### config.mk
export PLATFORM = sky130hd
export DESIGN_NAME = ahb_lite_master
export DESIGN_NICKNAME = d
export VERILOG_FILES = /design/src/rtl/ahb_pkg.sv /design/src/rtl/ahb_master_addr_gen.sv /design/src/rtl/ahb_lite_master.sv
export SDC_FILE = /design/constraint.sdc
export NUM_CORES = 1
export LEC_CHECK = 0
export BUFFER_PORTS_ARGS = -buffer_cell sky130_fd_sc_hd__buf_2
export CAP_MARGIN = 25
export CORE_ASPECT_RATIO = 0.8
export CORE_UTILIZATION = 49
export CTS_BUF_LIST = sky130_fd_sc_hd__clkbuf_4 sky130_fd_sc_hd__clkbuf_8
export DETAILED_ROUTE_END_ITERATION = 7
export HOLD_SLACK_MARGIN = 0.03
export PLACE_DENSITY = 0.93
export SYNTH_ARGS = -nofsm -noshare
export SYNTH_HDL_FRONTEND = slang
export SYNTH_HIERARCHICAL = 1
export SYNTH_SLANG_ARGS = --single-unit
export TNS_END_PERCENT = 30
### constraint.sdc
create_clock -name hclk -period 1.52 [get_ports hclk]
set_input_delay 0.304 -clock hclk [delete_from_list [all_inputs] [get_ports hclk]]
set_output_delay 0.304 -clock hclk [all_outputs]
set_load 0.01 [all_outputs]
### src/rtl/ahb_pkg.sv
// rtl/ahb_pkg.sv - shared AHB-Lite types, encodings and address/data-phase register layouts
package ahb_pkg;

  typedef enum logic [1:0] {
    IDLE   = 2'b00,
    BUSY   = 2'b01,
    NONSEQ = 2'b10,
    SEQ    = 2'b11
  } htrans_t;

  localparam logic [2:0] HBURST_SINGLE = 3'b000;
  localparam logic [2:0] HBURST_INCR   = 3'b001;

  localparam logic [2:0] HSIZE_BYTE = 3'b000;
  localparam logic [2:0] HSIZE_HALF = 3'b001;
  localparam logic [2:0] HSIZE_WORD = 3'b010;

  // Address-phase control; seq marks a continuation beat of an INCR burst.
  typedef struct packed {
    logic       valid;
    logic       write;
    logic       seq;
    logic [2:0] size;
    logic [2:0] burst;
  } ap_ctrl_t;

  typedef struct packed {
    logic valid;
    logic write;
  } dp_ctrl_t;

  function automatic logic [2:0] max_hsize(input int data_w);
    if (data_w >= 64) return 3'($clog2(data_w / 8));
    if (data_w >= 32) return HSIZE_WORD;
    if (data_w >= 16) return HSIZE_HALF;
    return HSIZE_BYTE;
  endfunction

  function automatic logic [2:0] burst_for_len(input logic [3:0] len);
    return (len != 4'd0) ? HBURST_INCR : HBURST_SINGLE;
  endfunction

endpackage

### src/rtl/ahb_master_addr_gen.sv
// rtl/ahb_master_addr_gen.sv - INCR burst beat counter and wrapping address increment
module ahb_master_addr_gen
  import ahb_pkg::*;
#(
  parameter int ADDR_W = 3
) (
  input  logic              hclk,
  input  logic              hreset_n,
  input  logic              start,
  input  logic [3:0]        len,
  input  logic              advance,
  input  logic              clear,
  input  logic [ADDR_W-1:0] addr,
  input  logic [2:0]        size,
  output logic [ADDR_W-1:0] next_addr,
  output logic              active,
  output logic              active_d
);

  logic [3:0] cnt_q, cnt_d;

  // A new burst wins over a clear so a handshake during an error starts fresh.
  always_comb begin
    cnt_d = cnt_q;
    if (start) begin
      cnt_d = len;
    end else if (clear) begin
      cnt_d = 4'd0;
    end else if (advance) begin
      cnt_d = cnt_q - 4'd1;
    end
  end

  always_ff @(posedge hclk) begin
    if (!hreset_n) begin
      cnt_q <= 4'd0;
    end else begin
      cnt_q <= cnt_d;
    end
  end

  assign active    = (cnt_q != 4'd0);
  assign active_d  = (cnt_d != 4'd0);
  assign next_addr = addr + (ADDR_W'(1) << size);

endmodule

### src/rtl/ahb_lite_master.sv
// rtl/ahb_lite_master.sv - AHB-Lite manager turning a request stream into pipelined bus phases
// Optional INCR burst support (req_len, SEQ/BUSY) is built when AHB_MASTER_BURST_EN is defined.
module ahb_lite_master
  import ahb_pkg::*;
#(
  parameter int ADDR_W = 3,
  parameter int DATA_W = 8
) (
  input  logic              hclk,
  input  logic              hreset_n,
  input  logic              req_valid,
  output logic              req_ready,
  input  logic              req_write,
  input  logic [ADDR_W-1:0] req_addr,
  input  logic [2:0]        req_size,
  input  logic [DATA_W-1:0] req_wdata,
`ifdef AHB_MASTER_BURST_EN
  input  logic [3:0]        req_len,
`endif
  output logic              rsp_valid,
  output logic [DATA_W-1:0] rsp_rdata,
  output logic              rsp_err,
  output logic [ADDR_W-1:0] haddr,
  output logic [1:0]        htrans,
  output logic              hwrite,
  output logic [2:0]        hsize,
  output logic [2:0]        hburst,
  output logic [DATA_W-1:0] hwdata,
  input  logic              hready,
  input  logic              hresp,
  input  logic [DATA_W-1:0] hrdata
);

  localparam logic [2:0] MAX_HSIZE = max_hsize(DATA_W);

  ap_ctrl_t          ap_q, ap_d;
  dp_ctrl_t          dp_q, dp_d;
  logic [ADDR_W-1:0] ap_addr_q, ap_addr_d;
  logic [DATA_W-1:0] ap_wdata_q, ap_wdata_d;
  logic [DATA_W-1:0] dp_wdata_q, dp_wdata_d;
  htrans_t           htrans_q, htrans_d;
  logic              rsp_valid_q, rsp_valid_d;
  logic              rsp_err_q, rsp_err_d;
  logic [DATA_W-1:0] rsp_rdata_q, rsp_rdata_d;

  logic              err1, ap_issued, ap_done, dp_done, accept;
  logic              burst_cont, burst_active_d;
  logic [2:0]        first_burst;
  logic [ADDR_W-1:0] next_addr;

  assign err1      = dp_q.valid && hresp && !hready;
  assign ap_issued = (htrans_q == NONSEQ) || (htrans_q == SEQ);
  assign ap_done   = ap_q.valid && ap_issued && hready;
  assign dp_done   = dp_q.valid && hready;
  // A retracted AP (IDLE while the error finishes) still owns the slot until re-issued.
  assign req_ready = hreset_n && (!ap_q.valid || (hready && !err1 && ap_issued));
  assign accept    = req_valid && req_ready;

`ifdef AHB_MASTER_BURST_EN
  logic burst_active;

  ahb_master_addr_gen #(.ADDR_W(ADDR_W)) u_addr_gen (
    .hclk      (hclk),
    .hreset_n  (hreset_n),
    .start     (accept && !burst_cont),
    .len       (req_len),
    .advance   (accept && burst_cont),
    .clear     (err1 && !(ap_q.valid && !ap_q.seq)),
    .addr      (ap_addr_q),
    .size      (ap_q.size),
    .next_addr (next_addr),
    .active    (burst_active),
    .active_d  (burst_active_d)
  );

  assign burst_cont  = burst_active && !err1;
  assign first_burst = burst_for_len(req_len);
`else
  assign burst_cont     = 1'b0;
  assign burst_active_d = 1'b0;
  assign first_burst    = HBURST_SINGLE;
  assign next_addr      = ap_addr_q;
`endif

  always_comb begin
    ap_d        = ap_q;
    ap_addr_d   = ap_addr_q;
    ap_wdata_d  = ap_wdata_q;
    dp_d        = dp_q;
    dp_wdata_d  = dp_wdata_q;
    htrans_d    = IDLE;
    rsp_valid_d = 1'b0;
    rsp_err_d   = 1'b0;
    rsp_rdata_d = '0;

    // Interrupted burst beats are dropped; a single NONSEQ is kept for re-issue.
    if (ap_done || (err1 && ap_q.seq)) begin
      ap_d.valid = 1'b0;
    end
    if (accept) begin
      ap_wdata_d = req_wdata;
      if (burst_cont) begin
        ap_d.valid = 1'b1;
        ap_d.seq   = 1'b1;
        ap_addr_d  = next_addr;
      end else begin
        ap_d      = '{valid: 1'b1, write: req_write, seq: 1'b0, size: req_size, burst: first_burst};
        ap_addr_d = req_addr;
      end
    end

    if (dp_done) begin
      dp_d.valid = 1'b0;
    end
    if (ap_done) begin
      dp_d       = '{valid: 1'b1, write: ap_q.write};
      dp_wdata_d = ap_wdata_q;
    end

    if (err1) begin
      htrans_d = IDLE;
    end else if (ap_d.valid) begin
      htrans_d = ap_d.seq ? SEQ : NONSEQ;
    end else if (burst_active_d) begin
      htrans_d = BUSY;
    end else begin
      htrans_d = IDLE;
    end

    if (dp_done) begin
      rsp_valid_d = 1'b1;
      rsp_err_d   = hresp;
      if (!dp_q.write && !hresp) begin
        rsp_rdata_d = hrdata;
      end
    end
  end

  always_ff @(posedge hclk) begin
    if (!hreset_n) begin
      ap_q        <= '0;
      ap_addr_q   <= '0;
      ap_wdata_q  <= '0;
      dp_q        <= '0;
      dp_wdata_q  <= '0;
      htrans_q    <= IDLE;
      rsp_valid_q <= 1'b0;
      rsp_err_q   <= 1'b0;
      rsp_rdata_q <= '0;
    end else begin
      ap_q        <= ap_d;
      ap_addr_q   <= ap_addr_d;
      ap_wdata_q  <= ap_wdata_d;
      dp_q        <= dp_d;
      dp_wdata_q  <= dp_wdata_d;
      htrans_q    <= htrans_d;
      rsp_valid_q <= rsp_valid_d;
      rsp_err_q   <= rsp_err_d;
      rsp_rdata_q <= rsp_rdata_d;
    end
  end

  always_ff @(posedge hclk) begin
    if (hreset_n && accept && !burst_cont) begin
      assert (req_size <= MAX_HSIZE);
    end
  end

  assign haddr     = ap_addr_q;
  assign htrans    = htrans_q;
  assign hwrite    = ap_q.write;
  assign hsize     = ap_q.size;
  assign hburst    = ap_q.burst;
  assign hwdata    = dp_wdata_q;
  assign rsp_valid = rsp_valid_q;
  assign rsp_rdata = rsp_rdata_q;
  assign rsp_err   = rsp_err_q;

endmodule

======== Yosys cells after proc, flatten, opt, wreduce, memory -nomap -nowiden ========
Cells that the tools add are included.
storage, ports and cells
  bits of input ports ..................... 28
  register bits ........................... 39
  logic and storage cells ................. 46
  output and inout port bits .............. 31
operators by class
  reduce and logical (&&, ||, !) cells .... 23
  eq/ne operators ......................... 2
  mux-type cells .......................... 6
  bitwise logic cells ..................... 2
operators with widths
  cell                                   number
  1-bit logical AND                      11
  9-bit 2-to-1 mux                       1
  1-bit logical NOT                      5
  2-bit == test (second input constant)  2
  1-bit 2-to-1 mux                       4
  1-bit logical OR                       3
  3-bit AND reduction                    1
  3-bit OR reduction                     1
  2-bit 2-to-1 mux                       1
  1-bit NOT                              2
  2-bit AND reduction                    1
  2-bit nonzero test                     1

======== Logic depth before layout (Yosys ltp) ========
  word-level depth ........................ 11
  depth in mapped cells ................... 5
  mapped depth without buffers ............ 3

======== Least setup slack after synthesis ========
No wires, ideal clock.
  path type ............................... input -> output
  start ................................... input hreset_n
  end ..................................... output req_ready
  stages .................................. 3
  path buffers ............................ 2
  arrival ................................. 0.997 ns
  path slack .............................. 0.219 ns
  required time ........................... 1.216 ns
  path through ............................ clkbuf_1 -> clkbuf_1 -> and2_1
between the ends
  cells in the longest elaborated chain, start to end .. 1
RTL lines
  what               line                   text
  from (decl)        ahb_lite_master.sv:10  input logic hreset_n,
  1-bit logical AND  ahb_lite_master.sv:56  assign req_ready = hreset_n && (!ap_q.valid || (hready && !err1 && ap_issued));
  to (decl)          ahb_lite_master.sv:12  output logic req_ready,
Every way passes these cells.

======== Worst setup path in the final report ========
  start ................................... register ap_q[8] (netlist bit)
  end ..................................... output req_ready
between the ends
  cells in the longest elaborated chain, start to end .. 3
RTL lines
  what                    line                    text
  from (decl)             ahb_lite_master.sv:36   ap_ctrl_t ap_q, ap_d;
  from (signal assigned)  ahb_lite_master.sv:151  ap_q <= ap_d;
  1-bit logical NOT       ahb_lite_master.sv:56
  1-bit logical OR        ahb_lite_master.sv:56
  1-bit logical AND       ahb_lite_master.sv:56
Every way passes these cells.

==> results.json <==
{
  "status": "complete, no violations",
  "fp.dieH_microns": 50.3,
  "clock.fmax_mhz": 671,
  "cts_tree": "yes",
  "end_kind": "output port",
  "power.ir.vdd_worst_mv": 0.589,
  "track_usage_pct": 17.4,
  "n_antenna_cell": 0,
  "power.share.sequential_pct": 58.9,
  "hold_slack_ns": 0.163,
  "io_buffers": 55,
  "grt_max_degree": 19,
  "drtPass1Iterations": 2,
  "critical_path_arrival_ns": 1.19,
  "drv_slew": 0,
  "syn_inst": 151,
  "min_period_over_period_pct": 98.1,
  "ys_ff_latch": 39,
  "fin_crit_ns": 1.49,
  "cp_max_fo": 4,
  "min_path_cells": 2,
  "syn_avg_cell_area_sq_um": 9.47,
  "clock_path_buffers": 2,
  "cts_buffers": 5,
  "clock_latency_ns": 0.33,
  "finalPower_mw": 1.84,
  "pin_count": 59,
  "hold_end": "rsp_rdata[3]",
  "setup_viol": 0,
  "path_buf_inv": 1,
  "cts.clk_slew.worst_paths_ns": 0.11,
  "cellPowerDensity_nw_per_um2": 1030,
  "drt-total-wl_mm": 2.56,
  "area_growth_pct": 25.0,
  "timing_hold_violations_final": 0,
  "ff_latch_area_sq_um": 783,
  "die_width_microns": 62.4,
  "min-delay-start": "hrdata[3]",
  "cts_setup_buffers": 0,
  "dp_hpwl_mm": 1.93,
  "clkPwrFrac_pct": 32.2,
  "clkSinkCount": 39,
  "synth_area_sq_um": 1430,
  "coreArea_sq_um": 2770,
  "cts_htree_levels": 2,
  "path_cells": "a21bo_1 > and2_1 > buf_2",
  "wl_per_cell_microns": 10.5,
  "ys_warn_count": 6,
  "final_cell_mix": "buf_2, dfxtp_1, nand2_1",
  "comb_power_share_pct": 9.0,
  "drive_gt1_share_pct": 33.3,
  "yosysSeqAreaShare_pct": 54.6,
  "timing.rr.end": "haddr[0]",
  "start_util_pct": 51.7,
  "nFillCells": 239,
  "required_ns": 1.22,
  "grt-ovfl-total": 0,
  "grt_pass1_vias": 965,
  "cts_root_buf": "clkbuf_4",
  "cap_violations": 0,
  "gp_congestion": 0.735,
  "hp-class": "in2reg",
  "final_nets": 234,
  "multiInputGateArea_sq_um": 514,
  "swShare_pct": 23.0,
  "drcViolationCount": 0,
  "final.setup_skew_ns": 0.00780,
  "grt_antenna_before_repair": 0,
  "r2r-start": "ap_q[8]",
  "p_int_mw": 1.41,
  "cpPeakStageDelay_ns": 0.36,
  "rsz0062_at_grt": "yes",
  "synthDistinctLibCells": 19,
  "critPathSlowestCell": "dfxtp_2",
  "drt_iter0_drc": 29,
  "dieArea_sq_um": 3140,
  "rows": 17,
  "ant_nets": 0,
  "p_leak_nw": 0.894,
  "path_delay_family": "flip-flops",
  "critPathLaunchType": "flop",
  "num_vias": 1092,
  "grt_pass1_wl_mm": 4.17,
  "rr_worst_depth": 4,
  "setup.worst_path.class": "reg2out",
  "mostFrequentLayoutCell": "buf_2",
  "switchingPower_uw": 422,
  "rrSetupSlack_ns": 0.12,
  "holdBufCountCts": 0,
  "viasPerCell": 4.46
}
## worst max-delay path by stage
stage / endpoint / cells after the start / slack [ns] / start
detailed placement: haddr[0] / 5 / 0.12 / hready
global route: req_ready / 3 / -0.04 / ap_q[8]
floorplan: req_ready / 3 / 0.22 / hreset_n
global placement: ap_wdata_q[2] / 5 / 0.17 / hready
CTS: req_ready / 3 / 0.001 / ap_q[8]
finish: req_ready / 3 / 0.03 / ap_q[8]
## cell usage after synthesis
library cell / instances / area (sq um)
nor3_1: 1 / 5.00
a31oi_1: 1 / 6.26
a21bo_1: 1 / 10.0
o21ai_0: 1 / 5.00
a21boi_0: 11 / 82.6
nand2_1: 34 / 128
nor2_1: 3 / 11.3
and3_1: 3 / 18.8
mux2i_1: 15 / 150
nand2b_1: 1 / 6.26
inv_1: 16 / 60.1
nand3_1: 1 / 5.00
dfxtp_1: 39 / 781
and2_1: 10 / 62.6
nor3b_2: 1 / 12.5
buf_6: 2 / 22.5
buf_4: 6 / 45.0
clkbuf_1: 4 / 15.0
conb_1: 1 / 3.75
## timing repair
action | in CTS | in global routing
gates cloned | 0 | 0
pin swaps | 1 | 0
endpoints found under the setup margin | 1 | 1
gates resized for setup | 1 | 1
## layout make-up
class / count / share of cell area, %
tap: 38 / 2.66
clock inverter: 1 / 0.420
inverter: 16 / 3.36
clock buffer: 7 / 3.64
timing repair buffer: 58 / 17.4
multi-input combinational: 86 / 28.8
sequential: 39 / 43.8
## metrics by stage
stage               util (%)  cells  setup TNS (ns)  area (sq um)  setup WS (ns)
floorplan                  -    153               0          1440          0.219
global placement        61.9    237               0          1710          0.172
detailed placement      61.9    237               0          1710          0.118
CTS                     64.6    245               0          1790        0.00147
global route            64.7    245         -0.0385          1790        -0.0385
finish                  64.7    245               0          1790         0.0289
## power groups by stage
stage	registers, mW	logic, mW	clock network [mW]
3_5_place_dp	1.10	0.165	0
4_1_cts	1.08	0.167	0.609
6_report	1.08	0.165	0.590
5_1_grt	1.09	0.181	0.661
3_3_place_gp	1.10	0.161	0
2_1_floorplan	1.11	0.101	0
## routing by layer
metal	routed length, microns	global-route usage [%]	up-vias
li1	-	-	571
met1	1120	18.8	488
met2	1290	31.2	31
met3	136	6.14	2
met4	11	6.98	0
met5	0	0	-
## cells by family after synthesis
kind of cell,Yosys count,synth area share (%)
buffers and inverters,28,9.97
other,1,0.262
AO/OA/AOI/OAI,14,7.26
multiplexers,15,10.5
AND/OR/NAND/NOR,54,17.4
flip-flops,39,54.6
## flip-flops by register name (all words and copies together), names as in the netlist
register and flops:
hsize 3, hwrite 1, ap_wdata_q 8, dp_q 2
rsp_rdata 8, rsp_err 1, htrans 2, ap_q 2
haddr 3, rsp_valid 1, hwdata 8
No activity file was read; power rests on OpenSTA's default activity.
